[src/rtl/rom_loader.sv]
// Boot-time image loader: assembles a little-endian byte stream (length header, then words)
// into 32-bit ROM writes at consecutive addresses, holding the CPU until the image is complete.
//
// state   | meaning
// S_LEN   | collecting the 4-byte word-count header
// S_DATA  | collecting the 4 bytes of the next instruction word
// S_WRITE | one-cycle ROM write of the assembled word
// S_DONE  | image written, CPU released; waits for restart
// S_ERR   | header exceeded MAX_WORDS; waits for restart
module rom_loader #(
   parameter logic [31:0] BASE_ADDR = 32'h8000_0000,
   parameter int unsigned MAX_WORDS = 4096
) (
   input  logic        clk,
   input  logic        rst,
   input  logic        in_valid,
   input  logic [7:0]  in_byte,
   output logic        in_ready,
   input  logic        restart,
   output logic        rom_we,
   output logic [31:0] rom_waddr,
   output logic [31:0] rom_wdata,
   output logic        cpu_hold,
   output logic        load_done,
   output logic        err_len,
   output logic [31:0] word_count
);

   typedef enum logic [2:0] {S_LEN, S_DATA, S_WRITE, S_DONE, S_ERR} state_t;

   localparam logic [31:0] MAX_W = 32'(MAX_WORDS);

   state_t      state;
   state_t      state_nxt;
   logic [1:0]  byte_cnt;
   logic [31:0] acc;
   logic [31:0] len;
   logic [31:0] word_full;
   logic        accept;
   logic        last_byte;

   assign accept    = in_valid && in_ready;
   assign last_byte = accept && (byte_cnt == 2'd3);
   assign word_full = {in_byte, acc[23:0]};

   always_ff @(posedge clk or posedge rst) begin
      if (rst) state <= S_LEN;
      else     state <= state_nxt;
   end

   always_comb begin
      state_nxt = state;
      case (state)
         S_LEN: begin
            if (last_byte) begin
               if (word_full == 32'd0)      state_nxt = S_DONE;
               else if (word_full > MAX_W)  state_nxt = S_ERR;
               else                         state_nxt = S_DATA;
            end
         end
         S_DATA:  if (last_byte) state_nxt = S_WRITE;
         S_WRITE: state_nxt = (word_count + 32'd1 == len) ? S_DONE : S_DATA;
         S_DONE,
         S_ERR:   if (restart) state_nxt = S_LEN;
         default: state_nxt = S_LEN;
      endcase
   end

   // in_ready is a pure state decode so upstream can never see it follow in_valid
   always_comb begin
      in_ready = 1'b0;
      case (state)
         S_LEN, S_DATA: in_ready = 1'b1;
         default:       in_ready = 1'b0;
      endcase
   end

   always_ff @(posedge clk or posedge rst) begin
      if (rst) begin
         byte_cnt   <= 2'd0;
         acc        <= 32'd0;
         len        <= 32'd0;
         rom_we     <= 1'b0;
         rom_waddr  <= BASE_ADDR;
         rom_wdata  <= 32'd0;
         cpu_hold   <= 1'b1;
         load_done  <= 1'b0;
         err_len    <= 1'b0;
         word_count <= 32'd0;
      end else begin
         rom_we <= 1'b0;

         if (state_nxt != state) byte_cnt <= 2'd0;
         else if (accept)        byte_cnt <= byte_cnt + 2'd1;

         if (accept) acc[{byte_cnt, 3'b000} +: 8] <= in_byte;

         if (state_nxt == S_DONE && state != S_DONE) begin
            load_done <= 1'b1;
            cpu_hold  <= 1'b0;
         end
         if (state_nxt == S_ERR && state != S_ERR) err_len <= 1'b1;

         case (state)
            S_LEN: if (last_byte) len <= word_full;
            S_DATA: begin
               if (last_byte) begin
                  rom_we    <= 1'b1;
                  rom_wdata <= word_full;
                  rom_waddr <= BASE_ADDR + {word_count[29:0], 2'b00};
               end
            end
            S_WRITE: word_count <= word_count + 32'd1;
            S_DONE, S_ERR: begin
               if (restart) begin
                  word_count <= 32'd0;
                  load_done  <= 1'b0;
                  err_len    <= 1'b0;
                  cpu_hold   <= 1'b1;
               end
            end
            default: ;
         endcase
      end
   end

endmodule

[config.mk]
export PLATFORM = sky130hd
export DESIGN_NAME = rom_loader
export DESIGN_NICKNAME = d
export VERILOG_FILES = /design/src/rtl/rom_loader.sv
export SDC_FILE = /design/constraint.sdc
export NUM_CORES = 1
export LEC_CHECK = 0
export BUFFER_PORTS_ARGS = -buffer_cell sky130_fd_sc_hd__buf_2
export CAP_MARGIN = 5
export CORE_MARGIN = 2
export CORE_UTILIZATION = 55
export DETAILED_ROUTE_END_ITERATION = 7
export PLACE_DENSITY = 0.77
export SLEW_MARGIN = 30
export SYNTH_ARGS = -nofsm -noshare
export SYNTH_HDL_FRONTEND = slang
export SYNTH_SLANG_ARGS = --single-unit
[constraint.sdc]
create_clock -name clk -period 6.05 [get_ports clk]
set_input_delay 0.9075 -clock clk [delete_from_list [all_inputs] [get_ports clk]]
set_output_delay 0.9075 -clock clk [all_outputs]
set_load 0.05 [all_outputs]
==> impl_results.md <==
* Largest net degree at the start of global routing at 94
* Hold Crit Depth at 2
* Tcrit/Tclk final at 53.0%
* Vias in the first global route at 5823
* Least-Margin Pin Slew at 0.952 ns
* Drt wl/cell at 18.9 um
* Placed inst area at 8450 um2
* DIE HEIGHT at 123 um
* RSZ-0062 raised after global routing: false
* Initial DRC count at 546
* Initial Util at 56.3%
* Post-synth top area share at 50.3%
* Setup Skew at 0.00881 ns
* Crit end category: flip-flop
* Worst Hold Launch: rom_waddr[21]$_DFFE_PP0P_
* First-pass GRT wire length at 31.2 mm
* Crit Path Category: flip-flop to flip-flop
* Worst Hold End: rom_waddr[21]$_DFFE_PP0P_
* Reg2Reg Launch Point: word_count[0]$_DFFE_PP0P_
* Post-Route WL at 19.4 mm
* Ranking of synthesized cells by area: dfrtp_1, mux2_2, nand2_1
* WP data required at 6.41 ns
* Most common cell after layout, fill and taps aside: dfrtp_1
* Final min period at 3.21 ns
* Most frequent cells in the layout: dfrtp_1, buf_2, nand2_1, mux2_2, o21ai_0
* CTS buffer count at 17
* Synth Register Bits at 159
* Post-route cell area at 9070 um2
* Main synth FF type: dfrtp_1
* CP max FO at 9
* Slew headroom at 36.4%
* Status: completed
* Hold Crit Class: flip-flop to flip-flop
* Synth cell types at 65
* Std-Cell Rows at 43
* # IOs at 113
* VDD IR max at 0.354 mV
* Asr flop ratio synth at 100%
* Max-cap violation count at 0
* Critical Path Max Stage Delay at 0.67 ns
* Total iterations of the first detailed-routing run at 5
* Final setup violation count at 0
* GPL Wtd Cong at 0.935
* Via density at 5.98
* Die Area at 15200 um2
* Static Leak at 4.31 nW
* Worst skew pair latency at 0.43 ns
* Mapped Area at 7820 um2
* Setup bufs post-CTS at 0
* Vias at 6121
* Worst Reg-to-Reg Cells at 8
* Max Slew Vio Count at 0
* Area Overhead vs Synth at 16.0%
* Top cell family by delay on the critical path: simple AND/OR/NAND/NOR gates
* Post-synthesis area per instance at 10.5 um2
* Sequential area share after synthesis at 50.9%
* Antenna-violating nets left at 0
* Setup TNS at 0 ns
* CTS max path bufs at 2
* Setup crit start kind: flip-flop
* EDFF count, synth at 0
* Initial antenna violation count at 0
* Ys Warns at 0
* Overall Power at 5.61 mW
* Crit-path cells: ha_1, nand4_4, nor3_1, and3_1, xnor2_1, nand4_1, or4b_1, o21a_1
* Worst Path Buf+Inv at 0
* Core area at 13900 um2
* CTS tree: done
* Synth Instances at 745
* P per Cell Area at 619 nW/um2
* H-tree depth at 4
* IO buf count at 110
* Root buf cell: clkbuf_16
* Share of post-route cells with drive strength above 1 at 30.2%
* Gr ovfl total at 0
* # DRC at 0
* CTS resizes at 0
* DPL Wire Length at 13.5 mm
* Filler Cell Count at 1084
* CP Data Arrival Time at 3.57 ns
* Register cell area after layout at 3980 um2
* GRT Overall Usage at 27.0%
* Clock Sinks at 159
* Nets at 849
* Critical R2R Capture: cpu_hold$_DFF_PP1_
* R2r setup slk at 2.84 ns
* Synth area leader: dfrtp_1
* Endpoints failing hold at 0
* Clk slew on worst S/H paths at 0.06 ns
* Die width at 123 um
* Crit-path slowest cell: nor3_1
* Multi-input logic area at 3630 um2
* Ant. Diodes at 0
* CTS Hold Buffers Added at 0
* Fmax at 312 MHz
==> how the worst max path moves through the flow <==
stage	from	to	slack (ns)	cells after the start
detailed placement	word_count[0]$_DFFE_PP0P_	cpu_hold$_DFF_PP1_	2.89	8
global placement	word_count[0]$_DFFE_PP0P_	cpu_hold$_DFF_PP1_	3.01	8
finish	word_count[0]$_DFFE_PP0P_	cpu_hold$_DFF_PP1_	2.84	8
global route	word_count[0]$_DFFE_PP0P_	cpu_hold$_DFF_PP1_	2.65	8
floorplan	rst	acc[0]$_DFFE_PP0P_	0.85	1
CTS	word_count[0]$_DFFE_PP0P_	cpu_hold$_DFF_PP1_	2.86	8
==> state kept, by name (all words and copies together) (netlist names) <==
signal	count
word_count	32
rom_wdata	32
cpu_hold	1
acc	24
len	32
err_len	1
rom_waddr	30
rom_we	1
load_done	1
state	3
byte_cnt	2
==> cell type report <==
type                            count  area share (%)
Clock buffer                       20            5.04
Clock inverter                     12            1.74
Inverter                            9           0.428
Multi-Input combinational cell    530            40.0
Sequential cell                   159            43.9
Tap cell                          180            2.48
Timing Repair Buffer              114            6.40
==> stage by stage <==
| step | hold WS (ns) | setup slack [ns] | utilization (%) | cells |
|---|---|---|---|---|
| floorplan | 0.477 | 0.854 | - | 746 |
| global placement | 0.467 | 3.01 | 60.9 | 992 |
| detailed placement | 0.468 | 2.89 | 60.9 | 992 |
| CTS | 0.482 | 2.86 | 65.3 | 1024 |
| global route | 0.509 | 2.65 | 65.3 | 1024 |
| finish | 0.477 | 2.84 | 65.3 | 1024 |
==> layer usage <==
layer	routed length (um)	GRT usage [%]	share of wire [%]	vias to the layer above
li1	-	-	-	2829
met1	8550	37.8	44	3009
met2	9200	42.2	47	251
met3	1280	5.90	6.6	32
met4	367	8.45	1.9	0
met5	0	0	0	-
==> cell usage after synthesis, drive strengths merged (8+ instances only) <==
cell / n
dfrtp: 157
nand2: 100
mux2: 92
o21ai: 75
nor2: 48
clkbuf: 38
xnor2: 28
a21oi: 17
o31ai: 17
nand3: 15
nor4: 15
xor2: 15
nand4: 11
nor3: 11
buf: 10
inv: 9
and2: 8
==> logic make-up (layout without fill, tap and decap cells) <==
family | after synthesis | count (layout) | share of synthesized area, %
flops | 159 | 159 | 50.9
compound gates | 142 | 142 | 10.9
simple gates | 242 | 242 | 15.6
xor+xnor | 43 | 43 | 4.82
mux | 95 | 95 | 13.6
buf+inv | 57 | 155 | 3.09
other cells | 1 | 2 | 0.0480
fa+ha+maj | 6 | 6 | 0.960
==> tightest hold or removal path: cells and delay by family, from the launching register on <==
family             cells  cell delay, ns
AOI/OAI and AO/OA      1            0.06
DFF                    1            0.34
and+or+nand+nor        1            0.04
==> report_power, final <==
| group | switching (mW) | internal (mW) | total [mW] | leakage, nW |
|---|---|---|---|---|
| logic | 1.66 | 0.771 | 2.43 | 1.88 |
| registers | 0.573 | 1.50 | 2.07 | 2.14 |
| clock network | 0.436 | 0.673 | 1.11 | 0.293 |
| total | 2.67 | 2.94 | 5.61 | 4.31 |
Note: power is estimated with default switching activity, not from simulation.
